$ cat config.mk
export PLATFORM = sky130hd
export DESIGN_NAME = kmac_key_bytepad
export DESIGN_NICKNAME = d
export VERILOG_FILES = /design/src/rtl/kmac_pkg.sv /design/src/rtl/left_encode_byte.sv /design/src/rtl/kmac_key_bytepad.sv
export SDC_FILE = /design/constraint.sdc
export NUM_CORES = 1
export LEC_CHECK = 0
export BUFFER_PORTS_ARGS = -buffer_cell sky130_fd_sc_hd__clkbuf_2
export CAP_MARGIN = 20
export CORE_AREA = 2 2 221 223
export CTS_CLUSTER_SIZE = 28
export DETAILED_ROUTE_END_ITERATION = 10
export DIE_AREA = 0 0 223 225
export GPL_ROUTABILITY_DRIVEN = 1
export PLACE_DENSITY_LB_ADDON = 0.25
export REMOVE_ABC_BUFFERS = 1
export SKIP_LAST_GASP = 1
export SYNTH_ARGS = -nofsm -noshare
export SYNTH_HDL_FRONTEND = slang
export SYNTH_HIERARCHICAL = 1
export SYNTH_SLANG_ARGS = --single-unit
$ cat constraint.sdc
create_clock -name clk -period 4 [get_ports clk]
set_input_delay 1.2 -clock clk [delete_from_list [all_inputs] [get_ports clk]]
set_output_delay 1.2 -clock clk [all_outputs]
set_load 0.02 [all_outputs]
$ cat src/rtl/kmac_pkg.sv
// Shared types and helpers for the KMAC key prefix path.
// SP 800-185 left_encode length helper and Keccak rate constants.
package kmac_pkg;

    typedef enum logic [2:0] {
        IDLE,
        ENC_W,
        ENC_KLEN,
        KEY,
        ZPAD,
        DONE
    } kstate_e;

    localparam int KMAC128_RATE = 168;
    localparam int KMAC256_RATE = 136;

    // Minimal byte count holding l, never below one.
    function automatic logic [7:0] left_encode_len(input logic [31:0] l);
        logic [7:0] n;
        n = 8'd1;
        for (int i = 1; i < 4; i++) begin
            if ((l >> (8 * i)) != 32'd0) begin
                n = 8'(i + 1);
            end
        end
        return n;
    endfunction

endpackage

$ cat src/rtl/left_encode_byte.sv
// One byte of left_encode(val): j=0 gives n, j=1..n give val big-endian.
// Purely combinational.
module left_encode_byte #(
    parameter int VW = 16
) (
    input  logic [VW-1:0] val_i,
    input  logic [7:0]    n_i,
    input  logic [7:0]    j_i,
    output logic [7:0]    byte_o
);

    localparam int NB = (VW + 7) / 8;
    localparam int PB = NB * 8;

    logic [PB-1:0] val_pad;
    logic [7:0]    rsel;

    assign val_pad = PB'(val_i);
    assign rsel    = n_i - j_i;

    always_comb begin
        byte_o = 8'h00;
        if (j_i == 8'd0) begin
            byte_o = n_i;
        end else begin
            for (int k = 0; k < NB; k++) begin
                if (rsel == 8'(k)) begin
                    byte_o = val_pad[8*k +: 8];
                end
            end
        end
    end

endmodule

$ cat src/rtl/kmac_key_bytepad.sv
// Streams bytepad(encode_string(K), RATE_BYTES), one byte per handshake.
// Optional abort input enabled by KMAC_KEY_BYTEPAD_ABORT_EN.
module kmac_key_bytepad
    import kmac_pkg::*;
#(
    parameter int RATE_BYTES    = KMAC128_RATE,
    parameter int KEY_MAX_BYTES = 32,
    parameter int KLEN_W        = $clog2(KEY_MAX_BYTES + 1)
) (
    input  logic                       clk,
    input  logic                       rst_n,
    input  logic                       start,
    input  logic [KEY_MAX_BYTES*8-1:0] key,
    input  logic [KLEN_W-1:0]          key_len,
    input  logic                       out_ready,
`ifdef KMAC_KEY_BYTEPAD_ABORT_EN
    input  logic                       abort,
`endif
    output logic [7:0]                 out_data,
    output logic                       out_valid,
    output logic                       out_last,
    output logic                       busy,
    output logic                       done,
    output logic                       err
);

    localparam int PW = $clog2(RATE_BYTES);
    localparam int LW = KLEN_W + 3;
    localparam int IW = (KLEN_W > 8) ? KLEN_W : 8;

    localparam logic [PW-1:0]     PLAST = PW'(RATE_BYTES - 1);
    localparam logic [KLEN_W-1:0] KMAX  = KLEN_W'(KEY_MAX_BYTES);

    kstate_e                  state_q, state_d;
    logic [PW-1:0]            pos_q, pos_d;
    logic [IW-1:0]            idx_q, idx_d;
    logic [KEY_MAX_BYTES*8-1:0] key_q;
    logic [KLEN_W-1:0]        klen_q;
    logic [LW-1:0]            lbits_q;
    logic [7:0]               n_q;
    logic                     err_q, err_d;

    logic          abort_w;
    logic          load;
    logic          fire;
    logic [PW-1:0] pos_inc;
    logic          key_end;
    logic          klen_end;
    logic [7:0]    enc_byte;

`ifdef KMAC_KEY_BYTEPAD_ABORT_EN
    assign abort_w = abort;
`else
    assign abort_w = 1'b0;
`endif

    assign load     = (state_q == IDLE) && start && (key_len <= KMAX);
    assign err_d    = (state_q == IDLE) && start && (key_len > KMAX);
    assign fire     = out_valid && out_ready;
    assign pos_inc  = (pos_q == PLAST) ? '0 : pos_q + PW'(1);
    assign key_end  = (idx_q == IW'(klen_q) - IW'(1));
    assign klen_end = (idx_q == IW'(n_q));

    left_encode_byte #(
        .VW(LW)
    ) u_lenc (
        .val_i (lbits_q),
        .n_i   (n_q),
        .j_i   (idx_q[7:0]),
        .byte_o(enc_byte)
    );

    always_ff @(posedge clk or negedge rst_n) begin
        if (!rst_n) begin
            state_q <= IDLE;
            pos_q   <= '0;
            idx_q   <= '0;
            key_q   <= '0;
            klen_q  <= '0;
            lbits_q <= '0;
            n_q     <= 8'd0;
            err_q   <= 1'b0;
        end else begin
            state_q <= state_d;
            pos_q   <= pos_d;
            idx_q   <= idx_d;
            err_q   <= err_d;
            if (load) begin
                key_q   <= key;
                klen_q  <= key_len;
                lbits_q <= {key_len, 3'b000};
                n_q     <= left_encode_len(32'({key_len, 3'b000}));
            end
        end
    end

    always_comb begin
        state_d = state_q;
        pos_d   = pos_q;
        idx_d   = idx_q;
        unique case (state_q)
            IDLE: begin
                if (load) begin
                    state_d = ENC_W;
                    pos_d   = '0;
                    idx_d   = '0;
                end
            end
            DONE: begin
                state_d = IDLE;
            end
            default: begin
                if (fire) begin
                    pos_d = pos_inc;
                    idx_d = idx_q + IW'(1);
                    unique case (state_q)
                        ENC_W: begin
                            if (idx_q == IW'(1)) begin
                                state_d = ENC_KLEN;
                                idx_d   = '0;
                            end
                        end
                        ENC_KLEN: begin
                            if (klen_end) begin
                                idx_d = '0;
                                if (klen_q != '0) begin
                                    state_d = KEY;
                                end else if (pos_inc == '0) begin
                                    state_d = DONE;
                                end else begin
                                    state_d = ZPAD;
                                end
                            end
                        end
                        KEY: begin
                            if (key_end) begin
                                idx_d   = '0;
                                state_d = (pos_inc == '0) ? DONE : ZPAD;
                            end
                        end
                        ZPAD: begin
                            idx_d = '0;
                            if (pos_q == PLAST) begin
                                state_d = DONE;
                            end
                        end
                        default: ;
                    endcase
                end
            end
        endcase
        // Abort wins over any handshake in flight.
        if (abort_w && state_q != IDLE) begin
            state_d = IDLE;
            pos_d   = '0;
            idx_d   = '0;
        end
    end

    always_comb begin
        out_data  = 8'h00;
        out_valid = 1'b0;
        out_last  = 1'b0;
        busy      = 1'b0;
        done      = (state_q == DONE);
        err       = err_q;
        unique case (state_q)
            ENC_W: begin
                out_valid = 1'b1;
                busy      = 1'b1;
                out_data  = (idx_q == '0) ? 8'h01 : 8'(RATE_BYTES);
            end
            ENC_KLEN: begin
                out_valid = 1'b1;
                busy      = 1'b1;
                out_data  = enc_byte;
                out_last  = (pos_q == PLAST) && klen_end && (klen_q == '0);
            end
            KEY: begin
                out_valid = 1'b1;
                busy      = 1'b1;
                out_data  = key_q[{idx_q, 3'b000} +: 8];
                out_last  = (pos_q == PLAST) && key_end;
            end
            ZPAD: begin
                out_valid = 1'b1;
                busy      = 1'b1;
                out_last  = (pos_q == PLAST);
            end
            default: ;
        endcase
    end

endmodule
Yosys cells after proc, flatten, opt, wreduce, memory -nomap -nowiden
Cells that the tools add are included.
{"block": "word_totals", "elab_cells": 77, "out_inout_bits": 13, "ram_bits": 0, "latch_bits": 0, "inputBits": 266, "rom_bits": 0, "register_bits": 290, "n_memories": 0}
{"block": "classes", "n_eq_ne": 15, "bitwise_logic": 1, "reduce_logical": 19, "muxes": 28, "add_sub_neg": 4, "n_div": 0, "shifts": 1, "order_cmp": 2, "multipliers": 0}
{"op": "indexed part select 256 x 12 -> 8 bit", "count": 1}
{"op": "2-to-1 mux 8 bit", "count": 11}
{"op": "one-hot mux 8 bit (2 select lines)", "count": 2}
{"op": "one-hot mux 8 bit (4 select lines)", "count": 1}
{"op": "zero test 8 bit", "count": 3}
{"op": "one-hot mux 8 bit (3 select lines)", "count": 1}
{"op": "2-to-1 mux 3 bit", "count": 7}
{"op": "adder 8 x 1 -> 8 bit (second input constant)", "count": 2}
{"op": "== test 8 x 1 -> 1 bit (second input constant)", "count": 2}
{"op": "== test 8 bit", "count": 2}
{"op": "!= test 4 bit (second input constant)", "count": 4}
{"op": "one-hot mux 3 bit (4 select lines)", "count": 1}
{"op": "nonzero test 6 bit", "count": 2}
{"op": "== test 8 bit (second input constant)", "count": 1}
{"op": "subtractor 8 bit", "count": 1}
{"op": "logical AND 1 bit", "count": 7}
{"op": "AND reduction 7 bit", "count": 1}
{"op": "subtractor 6 x 1 -> 7 bit (second input constant)", "count": 1}
{"op": "== test 3 x 2 -> 1 bit (second input constant)", "count": 2}
{"op": "== test 3 bit (second input constant)", "count": 2}
{"op": "greater-than comparator 6 bit (second input constant)", "count": 1}
{"op": "less-or-equal comparator 6 bit (second input constant)", "count": 1}
{"op": "zero test 6 bit", "count": 1}
{"op": "one-hot mux 3 bit (2 select lines)", "count": 1}
{"op": "11 further kinds", "count": 12}

Longest topological paths before layout
Gate-level depths: netlist of the first run.
{"block": "depth", "ltp_word": 9, "mapped_depth": 11, "depth_no_buf": 10}

Hierarchy
Netlist of the first run, hierarchy kept.
{"mod": "kmac_key_bytepad", "area_per_inst_um2": 13606.8, "seq_area_each_um2": 7081.8, "instances": 1, "cells_per_inst": 891}
{"mod": "left_encode_byte", "area_per_inst_um2": 571.8, "seq_area_each_um2": 0.0, "instances": 1, "cells_per_inst": 80}

Least setup slack after synthesis of the first run
Ideal clock, no wire load.
{"block": "synth_timing", "path_type": "register to output", "from": "register n_q[0]", "to": "output out_data[7]", "t_required_ps": 2800, "slack_ps": 570, "path_stages_with_launch": 11, "arrival_time_ps": 2230, "n_path_buf": 0, "cell_sequence": "dfrtp_1 > inv_1 > ha_1 > fa_1 > nand2b_1 > a21oi_1 > xnor2_1 > nand4_4 > o41ai_1 > a21oi_1 > nand2_1"}
{"block": "synth_between", "elab_chain_cells": 6, "word_cells_on_any_way": 7, "classes_between": "1 x add/sub; 1 x eq/ne; 4 x mux; 1 x reduce/logical"}
{"element": "start: declaration", "line_no": "kmac_key_bytepad.sv:40", "source": "logic [7:0] n_q;"}
{"element": "start signal: assignment", "line_no": "kmac_key_bytepad.sv:92", "source": "n_q <= left_encode_len(32'({key_len, 3'b000}));"}
{"element": "subtractor 8 bit (*)", "line_no": "left_encode_byte.sv:19", "source": "assign rsel = n_i - j_i;"}
{"element": "zero test 8 bit", "line_no": "left_encode_byte.sv:27", "source": "if (rsel == 8'(k)) begin"}
{"element": "2-to-1 mux 8 bit", "line_no": "left_encode_byte.sv:27"}
{"element": "2-to-1 mux 8 bit (*)", "line_no": "left_encode_byte.sv:27"}
{"element": "2-to-1 mux 8 bit (*)", "line_no": "left_encode_byte.sv:23", "source": "if (j_i == 8'd0) begin"}
{"element": "named net enc_byte[7]", "line_no": "kmac_key_bytepad.sv:49", "source": "logic [7:0] enc_byte;"}
{"element": "one-hot mux 8 bit (3 select lines) (*)", "line_no": "kmac_key_bytepad.sv:167", "source": "unique case (state_q)"}
{"element": "end: declaration", "line_no": "kmac_key_bytepad.sv:19", "source": "output logic [7:0] out_data,"}
Mark *: on every way through the listed nets, which the timed path passes. The rest lies on a longest branch.

Worst setup path after layout of the first run
{"block": "layout_timing", "from": "register idx_q[0]", "to": "output out_data[5]"}
{"block": "layout_between", "elab_chain_cells": 6, "word_cells_on_any_way": 10, "classes_between": "1 x add/sub; 1 x eq/ne; 1 x shift; 5 x mux; 2 x reduce/logical"}
{"element": "start: declaration", "line_no": "kmac_key_bytepad.sv:36", "source": "logic [IW-1:0] idx_q, idx_d;"}
{"element": "start signal: assignment", "line_no": "kmac_key_bytepad.sv:86", "source": "idx_q <= idx_d;"}
{"element": "subtractor 8 bit", "line_no": "left_encode_byte.sv:19"}
{"element": "zero test 8 bit", "line_no": "left_encode_byte.sv:27"}
{"element": "2-to-1 mux 8 bit (2 in a row)", "line_no": "left_encode_byte.sv:27"}
{"element": "2-to-1 mux 8 bit", "line_no": "left_encode_byte.sv:23"}
{"element": "one-hot mux 8 bit (3 select lines) (*)", "line_no": "kmac_key_bytepad.sv:167"}
Mark *: on every way between the ends. The rest lies on a longest branch, timed or not.

==> out/summary.txt, run 1 <==
initial antenna violation count: 6
leakage power: 0.00892 µW
vias in the first global route: 10,200
MaxCap Viol Count: 0
max-slew violations: 0
Post-Synthesis Cells: 971
slew margin rel.: 30.3%
CTS Buf Count: 35
RR Endpoint: idx_q[0]
total of warnings raised by yosys: 6
Hold Path End: key_q[178]
CTS root buf: clkbuf_16
Setup TNS Final: -0.744 ns
# rows: 80
Hold Crit Class: reg2reg
CTS H-tree lvls: 2
Vias: 9,338
area of the multi-input gates: 6680 µm²
CP Class: reg2out
wire per inst: 19.9 µm
total iterations of the first detailed-routing run: 5
Worst Hold Launch: key_q[178]
DRC violations left: 0
Setup Slack @ Placement: 0.105 ns
dpl hpwl: 26.7 mm
Hold Buf Count CTS: 0
Power Density: 364 nW/µm²
fin area: 17,800 µm²
unrepaired setup endpoints after global routing: yes
Max rail drop VDD: 0.242 mV
failing checks: setup timing
gr ovfl total: 0
Final setup viols: 8
Final Hold Fails: 0
CP Launch Type: register
Achievable Freq: 240 MHz
Synth Cell Area: 14,200 µm²
Die Y: 225 µm
CP endpoint kind: output port
Via density: 4.85
largest net degree at the start of global routing: 105
Yosys cell types: 66
Worst Slack Setup Final: -0.165 ns
clock skew: 0.0192 ns
leading area contributor after synthesis: dfrtp_1
hold depth: 1
Synth area leaders: dfrtp_1, mux2_2, mux4_2
IO Pins: 279
Overall Power: 6490 µW
area post-placement: 16,300 µm²
gr usage total: 15.4%
R2R Path Start: klen_q[0]
Starting Density: 29.8%
highest fanout seen on the critical path: 38
commonest cells after routing, fill and taps aside: dfrtp_1, clkbuf_2, mux2_2
worst path arrival time: 2.97 ns
fraction of layout cells with a size suffix above 1: 57.7%
first-pass GRT wire length: 59.2 mm
R2R Setup Slk: 1.48 ns
CTS sink cnt: 283
top cell type's share of synthesized area: 49.9%
Top FF cell, synth: dfrtp_1
most common cell after layout, fill and taps aside: dfrtp_1
Reg area: 7090 µm²
#FFs+latches synth: 283
Post-layout nets: 1,563
clock-pin slew on the worst setup and hold paths: 0.06 ns
total of fill cells in the finished design: 4,592
final period utilization: 104%
Worst EP required: 2.80 ns
Layout area overhead: 25.6%
r2r worst-path depth: 8
CTS Buffer Depth: 3
asr flop ratio synth: 100%
Die Width: 223 µm
mean post-synth cell area: 14.6 µm²
EDFF count, synth: 0
CTS tree: built
gpl congestion: 0.806
die area: 50,200 µm²
Tmin final: 4.17 ns
Iter 0 DRT Violations: 493
Clock Latency Late Sink: 0.55 ns
Final ANT Viol Nets: 0
I/O Buffers: 278
Slew @ Worst Pin: 1.04 ns
register area share after synthesis: 49.9%
final WL: 38.4 mm
status: complete, but fails checks
Core Area: 47,500 µm²
==> logic make-up after synthesis <==
family	count (synthesis)	synth area share (%)
adders and majority gates	15	1.38
muxes	344	33.7
DFF	283	49.9
buffers and inverters	83	4.11
AOI/OAI and AO/OA	85	4.38
xor gates and xnor gates	17	1.10
other	1	0.0264
and+or+nand+nor	143	5.39
==> power breakdown <==
group          leakage, µW  switching, µW  internal [µW]
Combinational      0.00439            131            120
Sequential         0.00393              0           2860
Clock             0.000609           1310           2060
Total              0.00892           1440           5040
==> synthesized netlist by cell type (all sizes together) (10+ instances only) <==
cell,number
and3,15
clkbuf,12
nand4,11
xnor2,10
nor3,12
a21oi,14
o21ai,26
nor2,28
ha,14
nand3,17
buf,50
dfrtp,283
mux2,263
mux4,80
nand2,36
inv,21
==> worst max-delay path, stage by stage (launching register included) <==
cell	delay, ns
dfrtp_4	0.46
buf_16	0.29
mux4_2	0.58
mux4_2	0.52
a22oi_1	0.26
nand2_1	0.11
clkbuf_4	0.18
==> state kept, by name, indices dropped and copies added (netlist names) <==
name and cells:
err 1, idx_q 8, key_q 256, klen_q 6, n_q 1, pos_q 8
state_q 3
==> worst max-delay path by stage <==
stage,endpoint,startpoint,cells past startpoint
after floorplan,key_q[174],key_len[1],4
after global placement,out_data[5],idx_q[0],11
after detailed placement,out_data[5],idx_q[0],11
after CTS,out_data[5],idx_q[1],11
after global routing,out_data[0],idx_q[0],10
final,out_data[5],idx_q[0],6
==> metrics by stage <==
stage	instances	utilization, %	hold slack, ns
2_1_floorplan	923	-	0.459
3_3_place_gp	1849	34.2	0.472
3_5_place_dp	1849	34.2	0.481
4_1_cts	1915	37.1	0.495
5_1_grt	1923	37.4	0.507
6_report	1925	37.4	0.490
==> layout make-up <==
class | count | area share, %
clock buffer | 48 | 5.76
inverter | 21 | 0.443
timing repair buffer | 322 | 11.0
antenna | 2 | 0.0281
clock inverter | 15 | 1.15
tap | 615 | 4.32
multi-input combinational | 619 | 37.5
sequential | 283 | 39.8
==> layer usage <==
| layer | vias to the layer above | routed length, µm | track usage [%] |
|---|---|---|---|
| met5 | - | 26 | 0 |
| met3 | 67 | 2780 | 4.68 |
| met1 | 4758 | 16300 | 19.3 |
| met2 | 262 | 18300 | 25.3 |
| met4 | 4 | 1010 | 5.22 |
| li1 | 4247 | - | - |
==> repair_timing <==
action / 4_1_cts / 5_1_grt
resized for setup: 27 / 2
endpoints found under the setup margin: 9 / 8
pin swaps: 10 / 2
cloned: 1 / 2
buffers inserted: 2 / 5
Note: power is estimated with default switching activity, not from simulation.
==> run 2, diff against run 1 <==
Settings changed: CORE_AREA 2 2 221 223 to 2 2 217 219, DIE_AREA 0 0 223 225 to 0 0 219 221, SYNTH_HIERARCHICAL 1 to default.
==> run 2 against run 1 <==
Against the previous run:
- the run still ends with setup timing left
- sequential share of layout area grew 0.67 points
- first-iteration DRC count grew 56%
- sequential power grew 73%
- combinational power grew to 21 times the previous value
- critical path depth grew 4
- cell count grew 23%
- setup slack lost 0.11 ns
- flip-flop and latch count is the same
- utilization grew 0.57 points
- power grew 110%
- critical path type unchanged
==> out/summary.txt, run 2 <==
status: complete, but fails checks
failing checks: setup timing
vias in the first global route: 11,900 (+17%)
max-slew violations: 0 (unchanged)
largest net degree at the start of global routing: 92 (-12%)
final period utilization: 107% (+2.7 points)
total iterations of the first detailed-routing run: 6 (+1)
Synth Cell Area: 13,700 µm² (-3.5%)
Slew @ Worst Pin: 0.789 ns (-0.255 ns)
CTS tree: built
total of fill cells in the finished design: 4,679 (+1.9%)
Hold Buf Count CTS: 0 (unchanged)
CP Launch Type: register
Max rail drop VDD: 0.350 mV (+45%)
Synth area leaders: dfrtp_1, nand2_1, mux4_2
CP endpoint kind: output port
worst-path cell with the longest stage delay: dfrtp_4
CTS sink cnt: 283 (unchanged)
CTS root buf: clkbuf_16
WP buf/inv: 2 (unchanged)
Worst Slack Setup Final: -0.274 ns (-0.109 ns)
# rows: 79 (-1.3%)
Iter 0 DRT Violations: 770 (+56%)
#FFs+latches synth: 283 (unchanged)
Hold Crit Class: reg2reg
first-pass GRT wire length: 66.6 mm (+13%)
Die Width: 219 µm (-1.8%)
Post-layout nets: 2,018 (+29%)
Synth top cells by count: nand2_1, dfrtp_1, mux4_2
CTS Buf Count: 37 (+5.7%)
gr ovfl total: 0 (unchanged)
Clock Power Share: 24.5% (-28 points)
diode count: 0 (-2)
top flop regs: key_q x256, idx_q x8, pos_q x8
Crit path max-delay family: simple AND/OR/NAND/NOR gates
Core Area: 46,100 µm² (-3.1%)
Setup TNS Final: -1.69 ns (-0.941 ns)
register area share after synthesis: 51.7% (+1.8 points)
Achievable Freq: 234 MHz (-2.5%)
DRC violations left: 0 (unchanged)
Overall Power: 13,400 µW (+110%)
hold depth: 2 (+1)
Vias: 11,200 (+20%)
Setup Slack @ Placement: -0.00127 ns (-0.106 ns)
Die Y: 221 µm (-1.8%)
Critical Path Stages: 10 (+4)
die area: 48,400 µm² (-3.5%)
Clock Latency Late Sink: 0.53 ns (-0.02 ns)
I/O Buffers: 278 (unchanged)
most common cell after layout, fill and taps aside: nand2_1
Tmin final: 4.27 ns (+0.109 ns)
most frequent cell after synthesis: nand2_1
CP Class: reg2out
Via density: 4.72 (-2.7%)
Reg power frac: 36.9% (-7.2 points)
Final ANT Viol Nets: 0 (unchanged)
Top FF cell, synth: dfrtp_1
wire per inst: 17.7 µm (-11%)
Yosys cell types: 56 (-15%)
EDFF count, synth: 0 (unchanged)
leading area contributor after synthesis: dfrtp_1
CTS H-tree lvls: 2 (unchanged)
total of warnings raised by yosys: 0 (-6)
r2r worst-path depth: 5 (-3)
gpl congestion: 0.817 (+1.4%)
Power Density: 764 nW/µm² (+110%)
Final setup viols: 8 (unchanged)
highest fanout seen on the critical path: 3 (-92%)
MaxCap Viol Count: 0 (unchanged)
CTS Buffer Depth: 3 (unchanged)
leakage power: 0.00892 µW (about the same)
sw power: 4630 µW (+220%)
mean post-synth cell area: 9.32 µm² (-36%)
fraction of layout cells with a size suffix above 1: 28.4% (-29 points)
unrepaired setup endpoints after global routing: yes
IO Pins: 279 (unchanged)
initial antenna violation count: 1 (-5)
slew margin rel.: 47.4% (+17 points)
Worst EP required: 2.80 ns (about the same)
top cell type's share of synthesized area: 51.7% (+1.8 points)
Gate power share: 38.6% (+35 points)
Starting Density: 29.7% (-0.10 points)
gr usage total: 17.7% (+2.3 points)
commonest cells after routing, fill and taps aside: nand2_1, dfrtp_1, clkbuf_2
crit-path cells: ha_4 -> fa_2 -> or3_4 -> o31ai_4 -> nand4_1 -> nor2_2 -> nand2_1 -> o311ai_2 -> buf_4 -> clkbuf_8
Final Hold Fails: 0 (unchanged)
dpl hpwl: 29.7 mm (+11%)
clock skew: 0.0118 ns (-0.00739 ns)
asr flop ratio synth: 100% (unchanged)
clock-pin slew on the worst setup and hold paths: 0.06 ns (about the same)
switch share: 34.6% (+12 points)
largest stage delay on the critical path: 0.51 ns (-0.07 ns)
Layout area overhead: 27.9%
worst path arrival time: 3.07 ns (+0.10 ns)
design internal power: 8760 µW (+74%)
Post-Synthesis Cells: 1,468 (+51%)
final WL: 42.0 mm (+9.4%)
Biggest register: key_q
max reg flops: 256 (unchanged)
-- run 2: changes by cell type after synthesis, moves of 7 or more --
cell,previous run,this run
a21oi_1,13,5
a22o_1,0,7
a31oi_1,2,9
and3_1,15,6
buf_2,14,45
buf_6,26,4
clkbuf_1,12,43
inv_1,21,11
mux2_2,257,1
nand2_1,36,810
-- run 2: path summary, 6_finish.rpt --
| check | slack (ns) | start | to |
|---|---|---|---|
| min | 0.47 | key_q[69] | key_q[69] |
| max reg2reg | 1.51 | idx_q[4] | idx_q[0] |
| max | -0.27 | idx_q[0] | out_data[0] |
| max in group asynchronous | 2.41 | rst_n | key_q[61] |
| min reg2reg | 0.47 | key_q[69] | key_q[69] |
| min in group asynchronous | 0.68 | rst_n | key_q[0] |
-- run 2: through the flow --
step / hold WS (ns) / instance area [µm²] / utilization (%) / std cells
after global placement: 0.452 / 15900 / 34.6 / 2300
after detailed placement: 0.458 / 15900 / 34.6 / 2300
after CTS: 0.472 / 17300 / 37.6 / 2363
after global routing: 0.485 / 17500 / 38.0 / 2370
final: 0.468 / 17500 / 38.0 / 2370
after floorplan: 0.440 / 13200 / - / 1373
-- run 2: cell type report --
cell class	count	area [µm²]	area share, %
sequential	283	7090	40.5
multi-input combinational	1079	6300	36.0
timing repair buffer	331	2150	12.3
clock buffer	48	1020	5.81
tap	607	759	4.34
clock inverter	11	155	0.886
inverter	11	41.3	0.236
-- run 2: cell families after synthesis --
logic type | after synthesis | synth area share, %
fa+ha+maj | 9 | 0.878
flops | 283 | 51.7
buf+inv | 106 | 3.56
simple gates | 894 | 25.5
mux | 84 | 13.5
xor+xnor | 12 | 0.768
compound gates | 80 | 4.05
-- run 2: tightest hold or removal path: stages, from the launching register on --
cell	delay (ns)
dfrtp_1	0.34
nand2_1	0.05
nand2_1	0.05
-- run 2: per-layer routing --
| layer | up-vias | wire length, µm | track usage, % |
|---|---|---|---|
| li1 | 5364 | - | - |
| met1 | 5476 | 19000 | 24.1 |
| met2 | 266 | 20000 | 28.6 |
| met3 | 79 | 1920 | 3.05 |
| met4 | 2 | 1090 | 5.69 |
| met5 | - | 13 | 0 |
-- run 2: power groups by stage --
stage          clock network, µW  registers [µW]  logic [µW]
2_1_floorplan                  0            4900        3360
6_report                    3280            4940        5170
3_3_place_gp                   0            4960        4640
4_1_cts                     3370            4940        5040
5_1_grt                     3500            5100        5750
3_5_place_dp                   0            4960        4780
-- run 2: what timing repair did --
item                       in CTS  in global routing
setup endpoints to repair       9                  9
pin swaps                      11                  6
gates resized for setup        37                 33
gates cloned                    2                  2
setup buffers                   2                  5
